<file path="config.mk">
export PLATFORM = sky130hd
export DESIGN_NAME = mem_stage
export DESIGN_NICKNAME = d
export VERILOG_FILES = /design/src/rtl/mem_pkg.sv /design/src/rtl/mem_stage_load_align.sv /design/src/rtl/mem_stage.sv
export SDC_FILE = /design/constraint.sdc
export NUM_CORES = 1
export LEC_CHECK = 0
export CELL_PAD_IN_SITES_DETAIL_PLACEMENT = 1
export CELL_PAD_IN_SITES_GLOBAL_PLACEMENT = 2
export CORE_ASPECT_RATIO = 1.5
export CORE_MARGIN = 4
export CORE_UTILIZATION = 24
export DETAILED_ROUTE_END_ITERATION = 8
export PLACE_DENSITY = 0.85
export SLEW_MARGIN = 0
export SYNTH_ARGS = -nofsm -noshare
export SYNTH_HDL_FRONTEND = slang
export SYNTH_HIERARCHICAL = 1
export SYNTH_SLANG_ARGS = --single-unit
export TNS_END_PERCENT = 5
</file>
<file path="constraint.sdc">
create_clock -name clk -period 1.52 [get_ports clk]
set_clock_uncertainty 0.05 [all_clocks]
set_input_delay 0.152 -clock clk [delete_from_list [all_inputs] [get_ports clk]]
set_output_delay 0.152 -clock clk [all_outputs]
set_load 0.01 [all_outputs]
</file>
<file path="src/rtl/mem_pkg.sv">
// Shared types, funct3 codes and byte-lane helpers for the memory stage.
// Latency: none (types and pure functions only).
// Backpressure: not applicable.
package mem_pkg;

   localparam int XLEN   = 32;
   localparam int REG_AW = 5;

   localparam logic [2:0] FUNCT3_LB  = 3'b000;
   localparam logic [2:0] FUNCT3_LH  = 3'b001;
   localparam logic [2:0] FUNCT3_LW  = 3'b010;
   localparam logic [2:0] FUNCT3_LBU = 3'b100;
   localparam logic [2:0] FUNCT3_LHU = 3'b101;

   typedef enum logic {
      IDLE = 1'b0,
      BUS  = 1'b1
   } state_e;

   // Copy one byte onto all four lanes.
   function automatic logic [31:0] rep_byte(input logic [7:0] b);
      return {4{b}};
   endfunction

   // Copy one halfword onto both halfword lanes.
   function automatic logic [31:0] rep_half(input logic [15:0] h);
      return {2{h}};
   endfunction

   // Store data placed so that every lane the strobes may select carries it.
   function automatic logic [31:0] store_lanes(input logic [2:0] funct3, input logic [31:0] d);
      logic [31:0] r;
      case (funct3[1:0])
         2'b00:   r = rep_byte(d[7:0]);
         2'b01:   r = rep_half(d[15:0]);
         default: r = d;
      endcase
      return r;
   endfunction

   // Halfword on an odd byte, or word not on a word boundary.
   function automatic logic access_misaligned(input logic [2:0] funct3, input logic [1:0] lo);
      logic r;
      case (funct3[1:0])
         2'b01:   r = lo[0];
         2'b10:   r = (lo != 2'b00);
         default: r = 1'b0;
      endcase
      return r;
   endfunction

endpackage

</file>
<file path="src/rtl/mem_stage_load_align.sv">
// Selects the addressed byte/halfword of a read word and sign/zero-extends it.
// Latency: purely combinational.
// Backpressure: none.
module load_align
   import mem_pkg::*;
#(
   parameter int XLEN = 32
) (
   input  logic [XLEN-1:0] rdata,
   input  logic [1:0]      addr_lo,
   input  logic [2:0]      funct3,
   output logic [XLEN-1:0] data
);

   logic [7:0]  byte_v;
   logic [15:0] half_v;

   // Lane pick followed by extension chosen by funct3; odd-halfword addresses fall back to addr[1].
   always_comb begin
      byte_v = rdata[{addr_lo, 3'b000} +: 8];
      half_v = addr_lo[1] ? rdata[31:16] : rdata[15:0];
      case (funct3)
         FUNCT3_LB:  data = {{(XLEN-8){byte_v[7]}}, byte_v};
         FUNCT3_LBU: data = {{(XLEN-8){1'b0}}, byte_v};
         FUNCT3_LH:  data = {{(XLEN-16){half_v[15]}}, half_v};
         FUNCT3_LHU: data = {{(XLEN-16){1'b0}}, half_v};
         default:    data = rdata;
      endcase
   end

endmodule

</file>
<file path="src/rtl/mem_stage.sv">
// Memory pipeline stage: issues one data-memory request at a time, forwards ALU results. Optional MEM_MISALIGN_TRAP_EN.
// Latency: ALU ops 1 cycle; loads/stores 2 cycles plus any dmem_ready wait states.
// Backpressure: stall holds EX from acceptance of a memory op until dmem_ready; stall is 0 during rst.
module mem_stage
   import mem_pkg::*;
#(
   parameter int XLEN   = mem_pkg::XLEN,
   parameter int REG_AW = mem_pkg::REG_AW
) (
   input  logic              clk,
   input  logic              rst,
   input  logic              ex_valid,
   input  logic [XLEN-1:0]   ex_alu,
   input  logic [3:0]        ex_mask,
   input  logic [XLEN-1:0]   ex_rd2,
   input  logic              ex_load,
   input  logic              ex_store,
   input  logic [2:0]        ex_funct3,
   input  logic              ex_we,
   input  logic [REG_AW-1:0] ex_wa,
   output logic              stall,
   output logic              dmem_req,
   output logic              dmem_we,
   output logic [XLEN-1:0]   dmem_addr,
   output logic [3:0]        dmem_wstrb,
   output logic [XLEN-1:0]   dmem_wdata,
   input  logic              dmem_ready,
   input  logic [XLEN-1:0]   dmem_rdata,
   output logic              wb_valid,
   output logic              wb_we,
   output logic [REG_AW-1:0] wb_wa,
   output logic [XLEN-1:0]   wb_wd,
   output logic              misalign
);

   state_e            state_q, state_d;
   logic [XLEN-1:0]   addr_q, addr_d;
   logic [XLEN-1:0]   wdata_q, wdata_d;
   logic [3:0]        wstrb_q, wstrb_d;
   logic [2:0]        funct3_q, funct3_d;
   logic              is_load_q, is_load_d;
   logic              we_q, we_d;
   logic [REG_AW-1:0] wa_q, wa_d;
   logic              wb_valid_q, wb_valid_d;
   logic              wb_we_q, wb_we_d;
   logic [REG_AW-1:0] wb_wa_q, wb_wa_d;
   logic [XLEN-1:0]   wb_wd_q, wb_wd_d;
   logic              stall_c;
   logic              mis_now;
   logic              mem_op;
   logic [XLEN-1:0]   ld_data;
`ifdef MEM_MISALIGN_TRAP_EN
   logic              misalign_q, misalign_d;
`endif

   assign mem_op = ex_load | ex_store;

`ifdef MEM_MISALIGN_TRAP_EN
   assign mis_now = access_misaligned(ex_funct3, ex_alu[1:0]);
`else
   assign mis_now = 1'b0;
`endif

   load_align #(.XLEN(XLEN)) u_load_align (
      .rdata   (dmem_rdata),
      .addr_lo (addr_q[1:0]),
      .funct3  (funct3_q),
      .data    (ld_data)
   );

   // Next-state, operand latch and writeback-record computation.
   always_comb begin
      state_d    = state_q;
      addr_d     = addr_q;
      wdata_d    = wdata_q;
      wstrb_d    = wstrb_q;
      funct3_d   = funct3_q;
      is_load_d  = is_load_q;
      we_d       = we_q;
      wa_d       = wa_q;
      wb_valid_d = 1'b0;
      wb_we_d    = wb_we_q;
      wb_wa_d    = wb_wa_q;
      wb_wd_d    = wb_wd_q;
      stall_c    = 1'b0;
`ifdef MEM_MISALIGN_TRAP_EN
      misalign_d = 1'b0;
`endif
      case (state_q)
         IDLE: begin
            if (ex_valid) begin
               if (!mem_op) begin
                  wb_valid_d = 1'b1;
                  wb_we_d    = ex_we;
                  wb_wa_d    = ex_wa;
                  wb_wd_d    = ex_alu;
               end else if (mis_now) begin
                  // Trapped access: retire immediately without touching the bus.
                  wb_valid_d = 1'b1;
                  wb_we_d    = 1'b0;
                  wb_wa_d    = ex_wa;
`ifdef MEM_MISALIGN_TRAP_EN
                  misalign_d = 1'b1;
`endif
               end else begin
                  // Load wins when both load and store are asserted.
                  stall_c   = 1'b1;
                  state_d   = BUS;
                  addr_d    = ex_alu;
                  is_load_d = ex_load;
                  funct3_d  = ex_funct3;
                  we_d      = ex_we;
                  wa_d      = ex_wa;
                  wstrb_d   = ex_load ? 4'b0000 : ex_mask;
                  wdata_d   = store_lanes(ex_funct3, ex_rd2);
               end
            end
         end
         BUS: begin
            stall_c = ~dmem_ready;
            if (dmem_ready) begin
               state_d    = IDLE;
               wb_valid_d = 1'b1;
               wb_wa_d    = wa_q;
               if (is_load_q) begin
                  wb_we_d = we_q;
                  wb_wd_d = ld_data;
               end else begin
                  wb_we_d = 1'b0;
               end
            end
         end
         default: state_d = IDLE;
      endcase
   end

   // State and output registers with synchronous reset.
   always_ff @(posedge clk) begin
      if (rst) begin
         state_q    <= IDLE;
         addr_q     <= '0;
         wdata_q    <= '0;
         wstrb_q    <= '0;
         funct3_q   <= '0;
         is_load_q  <= 1'b0;
         we_q       <= 1'b0;
         wa_q       <= '0;
         wb_valid_q <= 1'b0;
         wb_we_q    <= 1'b0;
         wb_wa_q    <= '0;
         wb_wd_q    <= '0;
`ifdef MEM_MISALIGN_TRAP_EN
         misalign_q <= 1'b0;
`endif
      end else begin
         state_q    <= state_d;
         addr_q     <= addr_d;
         wdata_q    <= wdata_d;
         wstrb_q    <= wstrb_d;
         funct3_q   <= funct3_d;
         is_load_q  <= is_load_d;
         we_q       <= we_d;
         wa_q       <= wa_d;
         wb_valid_q <= wb_valid_d;
         wb_we_q    <= wb_we_d;
         wb_wa_q    <= wb_wa_d;
         wb_wd_q    <= wb_wd_d;
`ifdef MEM_MISALIGN_TRAP_EN
         misalign_q <= misalign_d;
`endif
      end
   end

   assign stall      = stall_c & ~rst;
   assign dmem_req   = (state_q == BUS);
   assign dmem_we    = dmem_req & ~is_load_q;
   assign dmem_addr  = {addr_q[XLEN-1:2], 2'b00};
   assign dmem_wstrb = dmem_req ? wstrb_q : 4'b0000;
   assign dmem_wdata = wdata_q;
   assign wb_valid   = wb_valid_q;
   assign wb_we      = wb_we_q;
   assign wb_wa      = wb_wa_q;
   assign wb_wd      = wb_wd_q;
`ifdef MEM_MISALIGN_TRAP_EN
   assign misalign   = misalign_q;
`else
   assign misalign   = 1'b0;
`endif

endmodule

</file>
==> results of run 1 <==
-- per-layer routing --
layer | wire length, um | share of wire, % | global-route usage, % | vias to the layer above
met2 | 14200 | 52 | 31.9 | 212
met1 | 10600 | 39 | 20.4 | 3114
met3 | 1150 | 4.2 | 3.46 | 56
met5 | 0 | 0 | 0 | -
met4 | 1240 | 4.6 | 9.80 | 0
li1 | - | - | - | 3003
-- critical path, stage by stage (launching register included) --
cell and delay [ns]:
dfxtp_4 0.41, mux2_4 0.34, a22oi_4 0.21, buf_12 0.15, clkbuf_16 0.15, a2bb2oi_2 0.06
mux2i_1 0.17, a211oi_2 0.08
-- logic make-up after synthesis --
group | Yosys count | synth area share (%)
buf+inv | 112 | 10.7
other cells | 1 | 0.0592
mux | 56 | 9.00
simple gates | 158 | 13.1
flops | 118 | 37.3
compound gates | 251 | 29.9
-- through the flow --
| stage | TNS, ns | setup WS (ns) |
|---|---|---|
| floorplan | -1.06 | -0.0515 |
| global placement | -40.32 | -0.502 |
| detailed placement | -45.84 | -0.640 |
| CTS | -7.01 | -0.264 |
| global route | -9.23 | -0.316 |
| finish | -6.77 | -0.255 |
-- placed cells by master, fill, tap and decap left out, drive strengths merged, types with 5 or more instances in the layout --
cell type / synthesis / final
and2: 5 / 5
o221ai: 5 / 5
clkbuf: 26 / 22
nand2: 23 / 23
dfxtp: 118 / 118
clkdlybuf4s50: 0 / 113
mux2i: 51 / 51
a211oi: 46 / 46
nor2b: 16 / 16
mux2: 5 / 5
nor2: 10 / 10
a22oi: 9 / 9
a311oi: 16 / 16
dlygate4sd2: 0 / 86
a21oi: 86 / 86
o21ai: 55 / 55
a2bb2oi: 20 / 20
dlymetal6s2s: 0 / 16
nor3: 38 / 38
buf: 84 / 95
nand3: 49 / 49
a221o: 6 / 6
-- power breakdown --
| part | switching (mW) | internal (mW) | total (mW) | leakage (nW) |
|---|---|---|---|---|
| logic | 1.20 | 1.23 | 2.42 | 2.88 |
| clock network | 1.57 | 2.88 | 4.45 | 0.310 |
| registers | 0.126 | 3.30 | 3.43 | 0.971 |
| total | 2.90 | 7.41 | 10.3 | 4.16 |
-- repair_timing --
action                                  CTS  global route
pin swaps                                12            22
resized for setup                       135            43
gates cloned                              1             1
setup buffers                             2             1
endpoints found under the setup margin  207            76
-- state kept, by name, summed over array words and instances, names as in the netlist --
signal and cells:
addr_q 32, wstrb_q 4, is_load_q 1, wb_wa 5, we_q 1, wa_q 5, funct3_q 3, wb_wd 32
wb_valid 1, wb_we 1, dmem_wdata 32, dmem_req 1
-- worst paths after layout --
path,startpoint,end,cells after the start
max,addr_q[0],wb_wd[23],7
min,rst,dmem_req,3
max reg2reg,addr_q[0],wb_wd[23],7
min reg2reg,dmem_wdata[3],dmem_wdata[3],2
-- final cells by class --
cell class                      count  area share (%)
Antenna cell                        2          0.0501
Clock buffer                       21            4.71
Clock inverter                     11            1.72
Inverter                            2           0.150
Multi-Input combinational cell    468            34.8
Sequential cell                   118            23.8
Tap cell                          333            4.17
Timing Repair Buffer              311            30.6
==> summary.md, run 1 <==
| Metric | Value |
|---|---|
| DRT antenna net count | `0` |
| Post-Layout Inst Area | `9990 um^2` |
| Top area cells in the synthesized netlist | `dfxtp_1 (37%), mux2i_1 (8.1%), a211oi_2 (6.9%)` |
| Num CTS Buffers | `17` |
| Flops & latches, synth | `118` |
| Fin util | `38.5%` |
| Die extent in x | `about 140 um` |
| Worst path required time | `1.75 ns` |
| Power Density | `1030 nW/um^2` |
| RSZ-0062 raised after global routing | `yes` |
| Nets | `between 1000 and 1500` |
| Die area | `between 20000 and 30000 um^2` |
| Sequential cell area | `2380 um^2` |
| First-pass GRT wire length | `41.3 mm` |
| Post-synth cell types | `45` |
| Vias per cell | `5.04` |
| Relative slew slack | `59.3%` |
| Critical path arrival | `2.00 ns` |
| Top cells by count, synth | `dfxtp_1 (118), a21oi_1 (86), mux2i_1 (51)` |
| Setup Viol. Count Final | `33` |
| Post-synth EDFFs | `0` |
| Crit Path Max Fanout | `8` |
| Startpoint Class | `flop` |
| Worst-Margin Slew | `0.609 ns` |
| Power Total | `10.3 mW` |
| Final WS setup | `-0.255 ns` |
| LEAKAGE | `4.16 nW` |
| Area post-placement | `9140 um^2` |
| GPL Wtd Cong | `approximately 0.86` |
| Setup Crit Path Kind | `flop to flop` |
| Vias in the first global route | `6850` |
| Min-Delay Path Class | `primary input to flop` |
| Ys async rst share | `0%` |
| Layout Cells excl Fill | `1266` |
| Syn Area/Cell | `9.11 um^2` |
| Initial Util | `24.4%` |
| Total Wirelength | `27.2 mm` |
| CTS tree | `done` |
| Synthesized area | `6340 um^2` |
| Share of cells above drive strength 1 | `about a quarter` |
| Cell Rows | `72` |
| Warnings from Yosys | `6` |
| HPWL after DPL | `19.2 mm` |
| Hold_ws | `0.233 ns` |
| Sink Count | `118` |
| Post-synth top flop | `dfxtp_1` |
| Worst skew pair latency | `0.42 ns` |
| VDD IR-drop max | `0.783 mV` |
| Yosys top cell by area | `dfxtp_1` |
| Initial DRC count | `209` |
| Crit share post-route | `117%` |
| Number of remaining DRC errors | `0` |
| Placed Instances | `between 1000 and 1500` |
| Area of the multi-input gates | `3470 um^2` |
| Internal reg-to-reg setup slack | `-0.25 ns` |
| Synth top area share | `37.3%` |
| Crit path capture type | `flop` |
| Root Buffer | `clkbuf_16` |
| Max-cap violations | `0` |
| Antenna violations before repair | `2` |
| Failing checks | `setup timing` |
| First-pass iteration count of the detailed router | `4` |
| Slew Viols, Final | `0` |
| Detailed-route via count | `between 6000 and 7000` |
| Period minus WS final | `1.77 ns` |
| Status | `finished with violations` |
| Core region area | `25900 um^2` |
| FMAX | `563 MHz` |
| H-tree levels | `4` |
| Most frequent cell after synthesis | `dfxtp_1` |
| Io pins | `226` |
| Final hold violations | `0` |
| GR Overflow Total | `0` |
| Routed len/inst | `approximately 21 um` |
| Clock slew at reported path FFs | `0.06 ns` |
| Die height | `207 um` |
| # fillers | `2975` |
| Cells after Synth | `696` |
| Buffers on Ports | `222` |
| Pin count of the biggest net entering global routing | `87` |
| Post-synthesis sequential area ratio | `37.3%` |
| CTS hold repair buffers | `0` |
| Total Routing Usage GR | `roughly 18%` |
| Longest Clk Path Bufs | `2` |
| Area growth syn-to-layout | `57.5%` |
(Power assumes the default switching activity.)
==> inputs of run 2 (changes only) <==
- CORE_ASPECT_RATIO: 1.5 -> default
==> run 2 against run 1 <==
  * The run still ends with setup timing left
  * Wire length is 4.4% lower
  * Core utilization is 0.93 points lower
  * First-iteration DRC count rose by 38%
  * Highest routed layer is now met5
  * Sequential power about the same
  * Clock power decreased by 8.3%
  * Sequential cell count is the same
==> summary.md, run 2 (synthesis gave the netlist of run 1 again) <==
| Metric | Value |
|---|---|
| Power Total | `9.82 mW (-4.7%)` |
| Num CTS Buffers | `17 (unchanged)` |
| Most common cell after layout, fill and taps aside | `clkdlybuf4s50_1` |
| CTS tree | `done` |
| Area of the multi-input gates | `3430 um^2 (-1.3%)` |
| Cell Rows | `59 (-18%)` |
| Antenna violations before repair | `2 (unchanged)` |
| Critical path's top delay family | `multiplexers` |
| Hold_sp | `rst` |
| Setup Viol. Count Final | `34 (+3.0%)` |
| Slew Viols, Final | `0 (unchanged)` |
| Worst skew pair latency | `0.42 ns (about the same)` |
| Routed len/inst | `20.7 um (-3.5%)` |
| Vias per cell | `5.02 (-0.39%)` |
| Startpoint Class | `flop` |
| First-pass iteration count of the detailed router | `4 (unchanged)` |
| Root Buffer | `clkbuf_16` |
| Longest Clk Path Bufs | `2 (unchanged)` |
| Failing checks | `setup timing` |
| Total Routing Usage GR | `17.3% (-0.81 points)` |
| Crit Path Max Fanout | `8 (unchanged)` |
| Initial Util | `24.4% (-0.038 points)` |
| Setup WS pre-CTS | `-0.574 ns (+0.0666 ns)` |
| Max-cap violations | `0 (unchanged)` |
| Area growth syn-to-layout | `54.0%` |
| Crit path capture type | `flop` |
| Final hold violations | `0 (unchanged)` |
| Setup Crit Path Kind | `flop to flop` |
| GPL Wtd Cong | `0.879 (+2.5%)` |
| Critical path arrival | `1.97 ns (-0.03 ns)` |
| GR Overflow Total | `0 (unchanged)` |
| Period minus WS final | `1.75 ns (-0.0252 ns)` |
| RSZ-0062 raised after global routing | `yes` |
| Number of remaining DRC errors | `0 (unchanged)` |
| Vias in the first global route | `6507 (-5.0%)` |
| CP Buf/Inv Count | `2 (unchanged)` |
| Layout Cells excl Fill | `1254 (-0.95%)` |
| Core region area | `26000 um^2 (+0.15%)` |
| Worst-Margin Slew | `0.683 ns (+0.0742 ns)` |
| Most frequent cell on the critical path | `buf_12` |
| Nets | `1020 (-1.3%)` |
| Power Density | `1010 nW/um^2 (-2.5%)` |
| Sequential cell area | `2380 um^2 (-0.11%)` |
| Internal reg-to-reg setup slack | `-0.23 ns (+0.03 ns)` |
| Final WS setup | `-0.230 ns (+0.0252 ns)` |
| Hold Path Cell Cnt | `3 (unchanged)` |
| LEAKAGE | `4.22 nW (+1.4%)` |
| HPWL after DPL | `18.2 mm (-5.3%)` |
| DRT antenna net count | `0 (unchanged)` |
| Min-Delay Path Class | `primary input to flop` |
| CP max-delay cell | `dfxtp_4` |
| Sum Neg Setup Slack | `-5.77 ns (+0.995 ns)` |
| Io pins | `226 (unchanged)` |
| Die extent in x | `171 um (+21%)` |
| First-pass GRT wire length | `39.3 mm (-4.7%)` |
| Initial DRC count | `289 (+38%)` |
| Max stage delay on crit path | `0.40 ns (about the same)` |
| CTS hold repair buffers | `0 (unchanged)` |
| Worst path required time | `1.75 ns (about the same)` |
| Crit-path cells | `mux2_4 > a22oi_4 > buf_12 > buf_12 > a2bb2oi_2 > mux2i_1 > a211oi_2` |
| Total Wirelength | `26.0 mm (-4.4%)` |
| FMAX | `572 MHz (+1.4%)` |
| VDD IR-drop max | `0.584 mV (-25%)` |
| Worst R2R Path Depth | `7 (unchanged)` |
| Pin count of the biggest net entering global routing | `119 (+37%)` |
| Placed Instances | `1219 (-0.65%)` |
| H-tree levels | `4 (unchanged)` |
| Sink Count | `118 (unchanged)` |
| Share of cells above drive strength 1 | `21.9% (-1.9 points)` |
| Worst flop-to-flop path endpoint | `wb_wd[17]` |
| Status | `finished with violations` |
| Die height | `171 um (-18%)` |
| # fillers | `2967 (-0.27%)` |
| Crit share post-route | `115% (-1.7 points)` |
| FF-to-FF Start | `addr_q[0]` |
| Relative slew slack | `54.4% (-4.9 points)` |
| Clock slew at reported path FFs | `0.06 ns (about the same)` |
| Die area | `29100 um^2 (-0.18%)` |
| Commonest cells after routing, fill and taps aside | `clkdlybuf4s50_1 (114), dfxtp_1 (113), a21oi_1 (86)` |
| Hold EP | `dmem_req` |
| Worst setup path startpoint | `addr_q[0]` |
| Detailed-route via count | `6300 (-1.3%)` |
| Buffers on Ports | `222 (unchanged)` |
run 2: worst max path at each step:
stage                     end  slack, ns  cells past startpoint
6_report            wb_wd[17]      -0.23                      7
5_1_grt             wb_wd[12]      -0.31                      7
4_1_cts             wb_wd[12]      -0.24                      7
3_5_place_dp   dmem_wdata[31]      -0.57                      5
3_3_place_gp   dmem_wdata[25]      -0.50                      5
2_1_floorplan       wb_wd[10]      -0.05                      6
run 2: area by class of cell:
class                           instances  share of cell area, %
Timing Repair Buffer                  298                   30.0
Multi-Input combinational cell        468                   35.1
Sequential cell                       118                   24.3
Antenna cell                            1                 0.0256
Clock buffer                           17                   4.36
Tap cell                              335                   4.29
Inverter                                2                  0.115
Clock inverter                         15                   1.70
run 2: what timing repair did:
item / CTS / global route
resized for setup: 121 / 38
setup buffers: 1 / 1
pin swaps: 10 / 10
setup endpoints to repair: 141 / 115
cloned: 0 / 0
run 2: per-layer routing:
metal  global-route usage (%)  wire (um)
met1                     22.3      11500
met2                     28.7      12500
met3                     4.81       1610
met4                     4.38        340
met5                        0         13
run 2: power breakdown:
part	leakage, nW	total (mW)	internal [mW]	switching, mW
Combinational	2.95	2.33	1.16	1.17
Sequential	0.971	3.42	3.30	0.120
Clock	0.294	4.08	2.23	1.85
run 2: through the flow:
step / utilization (%) / area [um^2] / hold WS [ns]
global placement: 34.7 / 9030 / 0.410
floorplan: - / 6370 / 0.238
global route: 37.6 / 9760 / 0.281
finish: 37.6 / 9760 / 0.276
CTS: 37.1 / 9630 / 0.254
detailed placement: 34.7 / 9030 / 0.423
run 2: worst register-to-register path: cells and delay by family (launching register included):
family,cells,cell delay (ns)
flip-flops,1,0.40
AO/OA/AOI/OAI,3,0.36
multiplexers,2,0.51
buffers and inverters,2,0.29
==> inputs of run 3 (changes only) <==
- ABC_AREA: default -> 1
- CORE_UTILIZATION: 24 -> 21
- PLACE_DENSITY: 0.85 -> 0.84
==> run 3 against run 2 <==
  * The flow still finishes with violations (setup timing)
  * Core utilization decreased by 4.2 points
  * First-iteration DRC count is 20% lower
  * Global-route usage down 1.9 points
  * Synthesized cell count is 52% higher
  * Non-clock buffer count increased by 14
  * Via count increased by 16%
  * Final cell count is 36% higher
  * Final area rose by 5.3%
  * Combinational power is 15% higher
  * Count of clock-buffer cells in the layout rose by 2
  * Largest power group unchanged
  * Highest routed layer unchanged
==> summary.md, run 3 <==
| Metric | Value |
|---|---|
| Min-Delay Path Class | `primary input to flop` |
| Hold Path Cell Cnt | `3 (unchanged)` |
| Sum Neg Setup Slack | `-1.62 ns (+4.16 ns)` |
| Flops & latches, synth | `118 (unchanged)` |
| Most common cell after layout, fill and taps aside | `nor2_1` |
| Die extent in x | `186 um (+8.8%)` |
| Top area cells in the synthesized netlist | `dfxtp_1 (36%), nor2_1 (14%), nand2_1 (13%)` |
| Max-cap violations | `0 (unchanged)` |
| CP Buf/Inv Count | `2 (unchanged)` |
| Post-synth cell types | `28 (-38%)` |
| Post-synth EDFFs | `0 (unchanged)` |
| Worst path depth | `10 (+3)` |
| Setup Viol. Count Final | `30 (-12%)` |
| LEAKAGE | `5.54 nW (+31%)` |
| Met1 WL | `12.3 mm (+7.0%)` |
| Layout Cells excl Fill | `1703 (+36%)` |
| Initial DRC count | `231 (-20%)` |
| CTS tree | `done` |
| Num CTS Buffers | `17 (unchanged)` |
| Commonest cells after routing, fill and taps aside | `nor2_1 (242), nand2_1 (223), clkdlybuf4s50_1 (114)` |
| Clock slew at reported path FFs | `0.07 ns (about the same)` |
| Internal | `6.79 mW (+1.5%)` |
| First-pass GRT wire length | `41.5 mm (+5.5%)` |
| Syn Area/Cell | `6.24 um^2 (-32%)` |
| Met3 WL | `1.68 mm (+4.2%)` |
| Die area | `34400 um^2 (+18%)` |
| Worst R2R Path Depth | `10 (+3)` |
| Root Buffer | `clkbuf_16` |
| Vias in the first global route | `7568 (+16%)` |
| Core region area | `30800 um^2 (+19%)` |
| Setup Crit Path Kind | `flop to flop` |
| RSZ-0062 raised after global routing | `yes` |
| Vias per cell | `4.30 (-14%)` |
| Power Density | `975 nW/um^2 (-3.1%)` |
| Top cells by count, synth | `nor2_1 (255), nand2_1 (231), dfxtp_1 (118)` |
| Warnings from Yosys | `6 (unchanged)` |
| Hold_ws | `0.285 ns (+0.00959 ns)` |
| Longest Clk Path Bufs | `2 (unchanged)` |
| Ys async rst share | `0% (unchanged)` |
| Number of remaining DRC errors | `0 (unchanged)` |
| Setup WS pre-CTS | `-0.339 ns (+0.235 ns)` |
| FMAX | `617 MHz (+8.0%)` |
| Crit path capture type | `flop` |
| Placed Instances | `1661 (+36%)` |
| Total Wirelength | `27.1 mm (+4.4%)` |
| Period minus WS final | `1.62 ns (-0.129 ns)` |
| Routed len/inst | `15.9 um (-23%)` |
| Buffers on Ports | `222 (unchanged)` |
| HPWL after DPL | `20.3 mm (+11%)` |
| Slew Viols, Final | `0 (unchanged)` |
| Total Routing Usage GR | `15.4% (-1.9 points)` |
| Critical path's top delay family | `simple AND/OR/NAND/NOR gates` |
| Fin util | `33.3% (-4.2 points)` |
| First-pass iteration count of the detailed router | `5 (+1)` |
| GPL Wtd Cong | `0.813 (-7.5%)` |
| Psw | `3.24 mW (+3.2%)` |
| Comb power frac | `26.6% (+2.9 points)` |
| Max stage delay on crit path | `0.39 ns (about the same)` |
| Critical path arrival | `1.87 ns (-0.10 ns)` |
| Status | `finished with violations` |
| Sink Count | `118 (unchanged)` |
| Top layer reached by signal wires | `met5` |
| Share of cells above drive strength 1 | `15.8% (-6.1 points)` |
| Antenna violations before repair | `1 (-1)` |
| Synth top area share | `35.7% (-1.6 points)` |
| CP max-delay cell | `dfxtp_4` |
| Failing checks | `setup timing` |
| DRT antenna net count | `0 (unchanged)` |
| Synthesized area | `6620 um^2 (+4.4%)` |
| Crit Path Max Fanout | `8 (unchanged)` |
| Worst skew pair latency | `0.42 ns (about the same)` |
| Cell Rows | `64 (+8.5%)` |
| Area growth syn-to-layout | `55.3%` |
| Worst path required time | `1.77 ns (+0.02 ns)` |
| Pin count of the biggest net entering global routing | `68 (-43%)` |
| Sequential Power Share | `34.8% (about the same)` |
| Nets | `1409 (+38%)` |
| Crit-path cells | `buf_6 > or2_2 > nand3_2 > nand3_2 > nand2_1 > inv_1 > nor2_1 > nand3_1 > nand2_1 > nor2_1` |
| Initial Util | `21.5% (-2.9 points)` |
| Met2 wire len | `12.7 mm (+1.7%)` |
| Clock power share | `38.6% (-2.9 points)` |
| Crit share post-route | `107% (-8.5 points)` |
| H-tree levels | `4 (unchanged)` |
| Io pins | `226 (unchanged)` |
| GR Overflow Total | `0 (unchanged)` |
| Final hold violations | `0 (unchanged)` |
| Yosys top cell by area | `dfxtp_1` |
| Switching Fraction | `32.3% (+0.37 points)` |
| Most frequent cell after synthesis | `nor2_1` |
| Post-synth top flop | `dfxtp_1` |
| Final WS setup | `-0.100 ns (+0.129 ns)` |
| Cells after Synth | `1061 (+52%)` |
| Detailed-route via count | `7326 (+16%)` |
| VDD IR-drop max | `0.710 mV (+22%)` |
| Startpoint Class | `flop` |
| Antenna fix cells | `0 (-1)` |
| Post-synthesis sequential area ratio | `35.7% (-1.6 points)` |
| Die height | `186 um (+8.8%)` |
==> run 3: changes by cell type in the layout (fill, tap and decap cells not counted), sizes merged, moves of 20 or more <==
cell     previous run  this run
mux2i              51         0
nor2               10       260
o21ai              55        79
nor3               38         2
nand3              49        92
a211oi             46         0
inv                13       108
nand2              23       239
a21oi              86        44
a2bb2oi            20         0
==> run 3: final cells by class <==
cell class              instances  area, um^2
fillers                      3834       20600
multi-input cells             737        3390
repair buffers                312        3050
flip-flops and latches        118        2380
well taps                     396         495
clock buffers                  19         453
inverters                     108         415
clock inverters                13         100
==> run 3: metal layers <==
layer,track usage (%),up-vias
met5,0,-
li1,-,3709
met3,4.75,19
met1,19.4,3417
met4,3.85,2
met2,25.9,179
==> run 3: kinds of logic after synthesis <==
| kind of cell | synth area share, % |
|---|---|
| AND/OR/NAND/NOR | 38.5 |
| buffers and inverters | 16.3 |
| AO/OA/AOI/OAI | 9.53 |
| flip-flops | 35.7 |
| other | 0.0567 |
==> run 3: power by group through the flow <==
stage | registers [mW] | clock network, mW | logic [mW]
2_1_floorplan | 3.59 | 0 | 1.32
3_3_place_gp | 3.55 | 0 | 2.61
3_5_place_dp | 3.56 | 0 | 2.65
4_1_cts | 3.49 | 4.00 | 2.60
5_1_grt | 3.53 | 4.14 | 2.97
6_report | 3.49 | 3.87 | 2.67
==> run 3: through the flow <==
step | total power, mW | area, um^2
global route | 10.6 | 10300
CTS | 10.1 | 10000
detailed placement | 6.21 | 9440
global placement | 6.16 | 9440
floorplan | 4.91 | 6630
finish | 10.0 | 10300
==> run 3: what timing repair did <==
item	CTS	global route
hold buffers	0	0
pin swaps	17	37
cloned	0	1
gates resized for setup	126	70
setup endpoints to repair	110	79
buffers inserted	1	8
==> run 3: tightest hold or removal path, cell delays in order <==
cell and delay, ns:
clkdlybuf4s50_1 0.40, nand4_1 0.10, a21oi_1 0.06
==> run 3: worst paths after layout <==
path | to | startpoint | slack, ns
max | wb_wd[5] | addr_q[1] | -0.10
min | wstrb_q[3] | ex_mask[3] | 0.29
max reg2reg | wb_wd[5] | addr_q[1] | -0.10
min reg2reg | dmem_wdata[15] | dmem_wdata[15] | 0.41
